[src/rtl/booth_mac_pkg.sv]
// booth_mac_pkg: shared FSM states, default widths and extend/overflow helpers for the product accumulator
package booth_mac_pkg;
  typedef enum logic [1:0] {IDLE, ACCUM, HOLD} state_t;
  localparam int DEF_PROD_W = 32;
  localparam int DEF_ACC_W = 40;
  localparam int DEF_CNT_W = 8;
  localparam int EXT_W = 128;
  // Sign- or zero-extends the low w bits of v; callers cast the result down to their width.
  function automatic logic [EXT_W-1:0] ext(input logic [EXT_W-1:0] v, input int w, input logic s);
    logic [EXT_W-1:0] m;
    m = {EXT_W{1'b1}} << w;
    return (s && v[7'(w - 1)]) ? (v | m) : (v & ~m);
  endfunction
  // Signed: operands agree in sign but the sum does not. Unsigned: carry out of the MSB.
  function automatic logic ovf_detect(input logic a, input logic b, input logic s, input logic c, input logic mode);
    return mode ? (a == b) && (s != a) : c;
  endfunction
endpackage

[src/rtl/booth_prod_accum_if.sv]
// booth_prod_accum_if: product-beat input and accumulated-result output handshakes
//   slave modport = accumulator side, master modport = producer/consumer side
interface booth_prod_accum_if
  import booth_mac_pkg::*;
#(
  parameter int PROD_W = DEF_PROD_W,
  parameter int ACC_W = DEF_ACC_W,
  parameter int CNT_W = DEF_CNT_W
) ();
  logic in_valid, in_ready, prod_signed, prod_neg, prod_zero, acc_clear;
  logic [PROD_W-1:0] prod_result;
  logic [CNT_W-1:0] acc_len;
  logic out_valid, out_ready, acc_neg, acc_zero, acc_ovf, busy;
  logic [ACC_W-1:0] acc_result;
  modport slave (
    input in_valid, prod_result, prod_signed, prod_neg, prod_zero, acc_len, acc_clear, out_ready,
    output in_ready, out_valid, acc_result, acc_neg, acc_zero, acc_ovf, busy
  );
  modport master (
    output in_valid, prod_result, prod_signed, prod_neg, prod_zero, acc_len, acc_clear, out_ready,
    input in_ready, out_valid, acc_result, acc_neg, acc_zero, acc_ovf, busy
  );
endinterface

[src/rtl/booth_acc_adder.sv]
// booth_acc_adder: combinational ACC_W adder with mode-dependent overflow flag
//   a, b: operands; mode: 1 signed / 0 unsigned; sum: wrapped sum; ovf: overflow for this add
module booth_acc_adder
  import booth_mac_pkg::*;
#(
  parameter int ACC_W = DEF_ACC_W
) (
  input  logic [ACC_W-1:0] a,
  input  logic [ACC_W-1:0] b,
  input  logic             mode,
  output logic [ACC_W-1:0] sum,
  output logic             ovf
);
  logic c;
  always_comb begin
    {c, sum} = {1'b0, a} + {1'b0, b};
    ovf = ovf_detect(a[ACC_W-1], b[ACC_W-1], sum[ACC_W-1], c, mode);
  end
endmodule

[src/rtl/booth_prod_accum.sv]
// booth_prod_accum: accumulates a programmable number of multiplier products and hands out the block sum
//   clk, rst (async, active high); bus: slave side of booth_prod_accum_if (beat in, result out)
module booth_prod_accum
  import booth_mac_pkg::*;
#(
  parameter int PROD_W = DEF_PROD_W,
  parameter int ACC_W = DEF_ACC_W,
  parameter int CNT_W = DEF_CNT_W
) (
  input logic clk,
  input logic rst,
  booth_prod_accum_if.slave bus
);
  state_t state, state_nxt;
  logic [ACC_W-1:0] acc_q, addend, sum;
  logic [CNT_W:0] cnt_q, cnt_nxt, len_q, len_new;
  logic mode_q, ovf_q, add_ovf, first, eff_mode, accept, done;
  assign first = state == IDLE;
  // The first beat of a block chooses the mode; afterwards the latched one rules.
  assign eff_mode = first ? bus.prod_signed : mode_q;
  assign accept = bus.in_valid && bus.in_ready;
  assign done = bus.out_valid && bus.out_ready;
  assign len_new = (bus.acc_len == '0) ? {1'b1, {CNT_W{1'b0}}} : {1'b0, bus.acc_len};
  assign cnt_nxt = cnt_q + (CNT_W + 1)'(1);
  assign addend = bus.prod_zero ? '0 : ACC_W'(ext(EXT_W'(bus.prod_result), PROD_W, eff_mode));
  // acc, cnt and ovf are always zero in IDLE, so the first beat needs no special adder path.
  booth_acc_adder #(.ACC_W(ACC_W)) u_add (
    .a(acc_q),
    .b(addend),
    .mode(eff_mode),
    .sum(sum),
    .ovf(add_ovf)
  );
  always_comb begin
    state_nxt = bus.acc_clear ? IDLE :
                done ? IDLE :
                (accept && cnt_nxt == (first ? len_new : len_q)) ? HOLD :
                (accept && first) ? ACCUM : state;
    bus.in_ready = (state != HOLD) && !bus.acc_clear;
    bus.out_valid = state == HOLD;
    bus.busy = state != IDLE;
    bus.acc_result = acc_q;
    bus.acc_neg = mode_q && acc_q[ACC_W-1];
    bus.acc_zero = acc_q == '0;
    bus.acc_ovf = ovf_q;
  end
  always_ff @(posedge clk or posedge rst) begin
    if (rst) begin
      state <= IDLE;
      acc_q <= '0;
      cnt_q <= '0;
      len_q <= '0;
      mode_q <= 1'b0;
      ovf_q <= 1'b0;
    end else begin
      state <= state_nxt;
      if (bus.acc_clear || done) begin
        acc_q <= '0;
        cnt_q <= '0;
        ovf_q <= 1'b0;
      end else if (accept) begin
        acc_q <= sum;
        cnt_q <= cnt_nxt;
        ovf_q <= ovf_q || add_ovf;
        if (first) begin
          len_q <= len_new;
          mode_q <= bus.prod_signed;
        end
      end
    end
  end
endmodule

[src/flat_wrapper.sv]
// flat-port wrapper written by rule: the top's interface ports become plain ports
module booth_prod_accum_flat import booth_mac_pkg::*;
#(
  parameter int PROD_W = DEF_PROD_W,
  parameter int ACC_W = DEF_ACC_W,
  parameter int CNT_W = DEF_CNT_W
)
  (clk, rst, bus_in_valid, bus_prod_result, bus_prod_signed, bus_prod_neg, bus_prod_zero, bus_acc_len, bus_acc_clear, bus_out_ready, bus_in_ready, bus_out_valid, bus_acc_result, bus_acc_neg, bus_acc_zero, bus_acc_ovf, bus_busy);
  booth_prod_accum_if #(.PROD_W(PROD_W), .ACC_W(ACC_W), .CNT_W(CNT_W)) bus_i ();
  input logic clk;
  input logic rst;
  input wire logic [$bits(bus_i.in_valid)-1:0] bus_in_valid;
  input wire logic [$bits(bus_i.prod_result)-1:0] bus_prod_result;
  input wire logic [$bits(bus_i.prod_signed)-1:0] bus_prod_signed;
  input wire logic [$bits(bus_i.prod_neg)-1:0] bus_prod_neg;
  input wire logic [$bits(bus_i.prod_zero)-1:0] bus_prod_zero;
  input wire logic [$bits(bus_i.acc_len)-1:0] bus_acc_len;
  input wire logic [$bits(bus_i.acc_clear)-1:0] bus_acc_clear;
  input wire logic [$bits(bus_i.out_ready)-1:0] bus_out_ready;
  output wire logic [$bits(bus_i.in_ready)-1:0] bus_in_ready;
  output wire logic [$bits(bus_i.out_valid)-1:0] bus_out_valid;
  output wire logic [$bits(bus_i.acc_result)-1:0] bus_acc_result;
  output wire logic [$bits(bus_i.acc_neg)-1:0] bus_acc_neg;
  output wire logic [$bits(bus_i.acc_zero)-1:0] bus_acc_zero;
  output wire logic [$bits(bus_i.acc_ovf)-1:0] bus_acc_ovf;
  output wire logic [$bits(bus_i.busy)-1:0] bus_busy;
  assign bus_i.in_valid = bus_in_valid;
  assign bus_i.prod_result = bus_prod_result;
  assign bus_i.prod_signed = bus_prod_signed;
  assign bus_i.prod_neg = bus_prod_neg;
  assign bus_i.prod_zero = bus_prod_zero;
  assign bus_i.acc_len = bus_acc_len;
  assign bus_i.acc_clear = bus_acc_clear;
  assign bus_i.out_ready = bus_out_ready;
  assign bus_in_ready = bus_i.in_ready;
  assign bus_out_valid = bus_i.out_valid;
  assign bus_acc_result = bus_i.acc_result;
  assign bus_acc_neg = bus_i.acc_neg;
  assign bus_acc_zero = bus_i.acc_zero;
  assign bus_acc_ovf = bus_i.acc_ovf;
  assign bus_busy = bus_i.busy;
  booth_prod_accum #(.PROD_W(PROD_W), .ACC_W(ACC_W), .CNT_W(CNT_W)) u_core (.clk(clk), .rst(rst), .bus(bus_i));
endmodule
[config.mk]
export PLATFORM = sky130hd
export DESIGN_NAME = booth_prod_accum_flat
export DESIGN_NICKNAME = d
export VERILOG_FILES = /design/src/rtl/booth_mac_pkg.sv /design/src/rtl/booth_prod_accum_if.sv /design/src/rtl/booth_acc_adder.sv /design/src/rtl/booth_prod_accum.sv /design/src/flat_wrapper.sv
export SDC_FILE = /design/constraint.sdc
export NUM_CORES = 1
export LEC_CHECK = 0
export CELL_PAD_IN_SITES_DETAIL_PLACEMENT = 1
export CELL_PAD_IN_SITES_GLOBAL_PLACEMENT = 1
export CORE_UTILIZATION = 30
export CTS_BUF_LIST = sky130_fd_sc_hd__clkbuf_16
export DETAILED_ROUTE_END_ITERATION = 10
export PLACE_DENSITY_LB_ADDON = 0.1
export SLEW_MARGIN = 10
export SYNTH_ARGS = -nofsm -noshare
export SYNTH_HDL_FRONTEND = slang
export SYNTH_HIERARCHICAL = 1
export SYNTH_SLANG_ARGS = --single-unit
[constraint.sdc]
create_clock -name clk -period 7.4 [get_ports clk]
set_input_delay 1.11 -clock clk [delete_from_list [all_inputs] [get_ports clk]]
set_output_delay 1.11 -clock clk [all_outputs]
set_load 0.05 [all_outputs]
# After elaboration in Yosys (flattened, before gate mapping)
# Index checks and enable logic that the tools add are counted.
# Widths: inputs -> output; s select.
[op_classes]
add_sub_neg = 2
mux = 16
eq_ne = 5
bitwise_logic = 1
reduce_logical = 18
[ops]
columns = ["cell", "count"]
rows = [
  ["$mux 40", 4],
  ["$add 40x40->41", 1],
  ["$logic_not 40->1", 1],
  ["$mux 9", 4],
  ["$add 9x1->9 const B", 1],
  ["$eq 9x9->1", 1],
  ["$logic_and 1x1->1", 8],
  ["$logic_not 8->1", 1],
  ["$mux 2", 4],
  ["$mux 1", 4],
  ["$reduce_bool 2->1", 2],
  ["$reduce_bool 4->1", 1],
  ["$eq 2x2->1 const B", 1],
  ["$logic_not 2->1", 1],
  ["$logic_or 1x1->1", 2],
  ["$ne 2x2->1 const B", 1],
  ["$reduce_and 2->1", 1],
  ["$eq 1x1->1", 1],
  ["$logic_not 1->1", 1],
  ["$ne 1x1->1", 1],
  ["$not 1->1", 1],
]
[totals]
elab_cells = 48
out_inout_bits = 46
regBits = 62
inputBits = 48

# Depth between registers and ports, before layout
[logic_depth]
ltp_word = 12
ltp_mapped = 16
ltp_nobuf = 14

# Cells and area by module
# Netlist, hierarchy kept.
[modules_own_cells]
columns = ["mod", "area_per_inst_um2", "cells_each", "seq_area_each_um2", "n_inst"]
rows = [
  ["booth_prod_accum", 3059.2, 297, 1551.5, 1],
  ["booth_acc_adder", 2469.9, 351, 0.0, 1],
]

# Least setup slack after synthesis
# No wires, ideal clock.
[synth_timing]
kind = "in2reg"
startpoint = "in bus_prod_result[31]"
endpoint = "reg u_core.ovf_q, in the netlist u_core/bus.acc_ovf"
arrival_time_ns = 3.616
setup_ns = 0.120
required_time_ns = 7.280
n_path_buf = 1
path_slack_ns = 3.664
stages = 14
path_cell_list = "nor2b_1 > nor2b_1 > ha_1 > clkbuf_1 > a21o_1 > a21o_1 > a21o_1 > a21oi_1 > o21ai_1 > a221o_1 > a41oi_1 > o211ai_1 > a21oi_1 > nor2_1"
[synth_between]
elab_chain_cells = 10
word_cells_on_any_way = 11
cone_classes = "add/sub: 1; eq/ne: 2; mux: 5; reduce/logical: 3"
[synth_rtl]
columns = ["element", "line_no", "source"]
rows = [
  ["from (decl)", "flat_wrapper.sv:13", "input wire logic [$bits(bus_i.prod_result)-1:0] bus_prod_result;"],
  ["$logic_and 1x1->1 (*)", "booth_mac_pkg.sv:12", "return (s && v[7'(w - 1)]) ? (v | m) : (v & ~m);"],
  ["$mux 40 (*)", "booth_mac_pkg.sv:12", ""],
  ["$mux 40 (*)", "booth_prod_accum.sv:25", "assign addend = bus.prod_zero ? '0 : ACC_W'(ext(EXT_W'(bus.prod_result), PROD_W, eff_mode));"],
  ["named net u_core.addend[32]", "booth_prod_accum.sv:15", "logic [ACC_W-1:0] acc_q, addend, sum;"],
  ["$add 40x40->41 (*)", "booth_acc_adder.sv:16", "{c, sum} = {1'b0, a} + {1'b0, b};"],
  ["$ne 1x1->1", "booth_mac_pkg.sv:16", "return mode ? (a == b) && (s != a) : c;"],
  ["$logic_and 1x1->1", "booth_mac_pkg.sv:16", ""],
  ["$mux 1 (*)", "booth_mac_pkg.sv:16", ""],
  ["named net u_core.add_ovf", "booth_prod_accum.sv:17", "logic mode_q, ovf_q, add_ovf, first, eff_mode, accept, done;"],
  ["$logic_or 1x1->1 (*)", "booth_prod_accum.sv:64", "ovf_q <= ovf_q || add_ovf;"],
  ["$mux 1 (*)", "booth_prod_accum.sv:61", "end else if (accept) begin"],
  ["$mux 1 (*)", "booth_prod_accum.sv:57", "if (bus.acc_clear || done) begin"],
  ["to (signal assigned)", "booth_prod_accum.sv:64", ""],
  ["to (decl)", "booth_prod_accum.sv:17", ""],
]
# The timed path passes the listed nets; every way through them passes the cells marked *. The select of a mux whose other input is x is not followed.
# A chain may end at the register's enable or synchronous reset.

# Worst setup path after layout
[layout_timing]
startpoint = "in bus_prod_zero"
endpoint = "reg u_core.ovf_q, in the netlist u_core/bus.acc_ovf"
[layout_between]
elab_chain_cells = 8
word_cells_on_any_way = 9
cone_classes = "add/sub: 1; eq/ne: 2; mux: 4; reduce/logical: 2"
[layout_rtl]
columns = ["element", "line_no", "source"]
rows = [
  ["from (decl)", "flat_wrapper.sv:16", "input wire logic [$bits(bus_i.prod_zero)-1:0] bus_prod_zero;"],
  ["$mux 40 (*)", "booth_prod_accum.sv:25", ""],
  ["named net u_core.addend[31]", "booth_prod_accum.sv:15", ""],
  ["$add 40x40->41 (*)", "booth_acc_adder.sv:16", ""],
  ["$ne 1x1->1", "booth_mac_pkg.sv:16", ""],
  ["$logic_and 1x1->1", "booth_mac_pkg.sv:16", ""],
  ["$mux 1 (*)", "booth_mac_pkg.sv:16", ""],
  ["named net u_core.add_ovf", "booth_prod_accum.sv:17", ""],
  ["$logic_or 1x1->1 (*)", "booth_prod_accum.sv:64", ""],
  ["$mux 1 (*)", "booth_prod_accum.sv:61", ""],
  ["$mux 1 (*)", "booth_prod_accum.sv:57", ""],
]
# Marked as above.

==> impl_results.md <==
- Pwr dens: 201 nW/um^2
- Dpl ws: about 2400 ps
- Die height: between 100 and 150 um
- Yosys top cell by area: dfrtp_1
- Final Critical Period: about 4700 ps
- Hold WC Path Type: reg2reg
- Layout cells sized above 1: 0.0739
- Placed wire-length estimate: between 10000 and 15000 um
- Final Setup Violations: 0
- Starting Density: 0.307
- Clock transition at the registers of the reported paths: about 60 ps
- Worst path arrival time: ~4900 ps
- Share of the synthesized area in the top cell type: 0.281
- Crit path largest cell delay: between 600 and 700 ps
- Via density: about 5.5
- Largest net degree at the start of global routing: 63
- Htree depth: 3
- Initial DRC count: between 150 and 200
- Unrepaired setup endpoints after global routing: no
- Post-Route WL: 17400 um
- Layout Nets: ~820
- Cell count after placement: between 900 and 1000
- Yosys cell types: 74
- Grt ovf: 0
- First-pass GRT wire length: approximately 28000 um
- Tot Pwr: ~0.0014 W
- Number of setup buffers added after CTS: 0
- Met2 wire length: around 8200 um
- Combinational fraction of design power: 0.348
- Layout area overhead: 25.8%
- Final WS setup: ~2700 ps
- Critical Path Slowest Stage Cell: nor2b_1
- Max Clock Freq: between 0.2 and 0.25 GHz
- Sequential Area: between 1500 and 2000 sq um
- Uppermost layer routed: met4
- Row count: just under 50
- Status: complete, no violations
- Die width: 138 um
- Setup TNS: 0 ps
- Crit. End Element: flip-flop
- Final hold vios: 0
- Async SR Flop Fraction: 1.00
- Syn_nets: about 740
- Top cell by count, worst path: a21o_1
- Switching part of the total: 0.361
- Max-cap violation count: 0
- I/O pin count: 94
- Clk pwr share: 0.356
- Crit path cell chain: clkdlybuf4s50_1, buf_4, nor2b_1, nor2b_1, ha_1, a21o_1, a21o_1, a21o_1, a21oi_1, o21ai_1, a221o_1, a41oi_1, o211ai_1, a21oi_1, nor2_1
- YS warnings: 6
- Port buffer count: ~90
- Synth Area per Inst: about 8.5 sq um
- Clock Latency Late Sink: between 300 and 400 ps
- DR WL met3: 496 um
- Buf/Inv on CP: 2
- Most common cell after layout, fill and taps aside: clkdlybuf4s50_1
- Drt drc: 0
- Finished Layout Cells: 960
- Leakage power: approximately 3.1 nW
- Cts repair resizes: 0
- Seq cells post-synth: 62
- Clock sink count: 62
- Skew final: about 15 ps
- Drt pass-1 iters: 4
- Core Area: ~18000 sq um
- Die area: 19000 sq um
- Int Pwr: around 0.0009 W
- Ant diodes: 0
- Setup crit start kind: primary input
- VDD IR max: 0.108 mV
- Period utilisation layout: 0.633
- Most frequent cells in the layout: clkdlybuf4s50_1 (92), nand2_1 (69), dfrtp_1 (62)
- Routed via count: approximately 5200
- CTS tree: done
- Drt wl/cell: around 18 um
- Worst slew pin tran: between 1000 and 1500 ps
- Cell family with most CP delay: compound AO/OA/AOI/OAI gates
- Root Buffer: clkbuf_16
- Post-synthesis sequential area ratio: 0.281
- Max clock buf depth: 2
- Final GP Congestion: between 0.8 and 0.9
- Cell Area, Synth: 5530 sq um
- Cell count after synthesis: roughly 650
- M1 WL: ~8600 um
- Filler cells: around 2100
- Area taken by multi-input logic gates: approximately 3800 sq um
- Top post-synthesis cells by area: dfrtp_1 (28%), ha_1 (9.3%), a22o_1 (6.5%)
- Initial antenna violation count: 0
- Num CTS Buffers: 9
- Final Max Tran Viols: 0
- Vias in the first global route: ~5400
- Post-synth EDFFs: 0
- Cts hold-fix bufs: 0
- Switching power: roughly 0.0005 W
- Slew HR: 0.246
- Routed Antenna Nets: 0
- Top FF cell, synth: dfrtp_1
- CP required: 7620 ps
- Global-route usage over all layers: 0.193
- CP Class: in2reg
- CP max FO: 32
- Power share of the sequential group: 0.296
==> power groups by stage <==
stage,clock (W),sequential [W],combinational [W]
floorplan,0,0.000489,0.000265
global placement,0,0.000419,0.000479
detailed placement,0,0.000420,0.000488
CTS,0.000511,0.000414,0.000491
global route,0.000522,0.000420,0.000529
finish,0.000499,0.000414,0.000487
==> through the flow <==
stage / instance area (sq um) / hold WS, ps / util
2_1_floorplan: 5530 / 439 / -
3_3_place_gp: 6620 / 457 / 0.367
3_5_place_dp: 6620 / 465 / 0.367
4_1_cts: 6950 / 491 / 0.386
5_1_grt: 6950 / 509 / 0.386
6_report: 6950 / 489 / 0.386
==> cell families after synthesis <==
| kind of cell | after synthesis | synth area share |
|---|---|---|
| AOI/OAI and AO/OA | 209 | 0.283 |
| xor gates and xnor gates | 38 | 0.0602 |
| adders and majority gates | 42 | 0.0964 |
| buffers and inverters | 44 | 0.0385 |
| DFF | 62 | 0.281 |
| muxes | 4 | 0.00724 |
| and+or+nand+nor | 249 | 0.234 |
==> synth_stat cells (3+ instances only) <==
cell type,count
nor3b_1,4
a211o_1,4
a21oi_2,8
dfrtp_1,62
a22o_1,41
ha_1,41
nor2b_1,39
a21o_1,22
a211oi_1,7
a31oi_1,3
nor4_1,13
buf_2,8
and3_1,11
buf_6,4
mux2i_1,4
inv_1,16
o21a_1,6
nand2b_1,4
a21oi_1,39
o21bai_1,6
nand2_1,69
nor3_1,15
o21ai_1,4
xor2_1,13
nor2_1,42
xnor2_1,25
o31ai_1,4
nand3_1,14
o21ai_0,34
and2_1,6
or2_2,3
clkbuf_1,14
nand4_1,10
==> worst register-to-register path: stages, from the launching register on <==
cell      delay, ps
dfrtp_1         510
nor2_2          410
mux2i_1         210
nor2b_1         600
ha_1            440
a21o_1          190
a21o_1          230
a21o_1          200
a21oi_1         140
o21ai_1         110
a221o_1         360
a41oi_1         180
o211ai_1        180
a21oi_1         160
nor2_1           60
==> final timing paths <==
| path | start | to | slack, ps | cells after the start |
|---|---|---|---|---|
| setup reg to reg | u_core/state[0] | u_core/bus.acc_ovf | 3300 | 14 |
| setup / recovery | bus_prod_zero | u_core/bus.acc_ovf | 2720 | 15 |
| hold / removal | u_core/len_q[4] | u_core/len_q[4] | 490 | 2 |
| min in group asynchronous | rst | u_core/cnt_q[7] | 1360 | 3 |
| max in group asynchronous | rst | u_core/bus.acc_result[10] | 5450 | 3 |
| hold reg to reg | u_core/len_q[4] | u_core/len_q[4] | 490 | 2 |
==> layer usage <==
layer | vias to the layer above | GRT usage
met2 | 76 | 0.321
li1 | 2555 | -
met5 | - | 0
met4 | 0 | 0.0604
met3 | 9 | 0.0224
met1 | 2598 | 0.260
==> area by class of cell <==
| class | instances | area share |
|---|---|---|
| multi-input combinational | 542 | 0.543 |
| sequential | 62 | 0.223 |
| timing repair buffer | 95 | 0.136 |
| tap | 229 | 0.0412 |
| clock buffer | 9 | 0.0324 |
| clock inverter | 7 | 0.0162 |
| inverter | 16 | 0.00864 |
==> sequential cells by signal, indices dropped and copies added (netlist names) <==
| name | count |
|---|---|
| u_core/state | 2 |
| u_core/bus.acc_ovf | 1 |
| u_core/bus.acc_result | 40 |
| u_core/mode_q | 1 |
| u_core/len_q | 9 |
| u_core/cnt_q | 9 |
No activity file was read; power rests on OpenSTA's default activity.
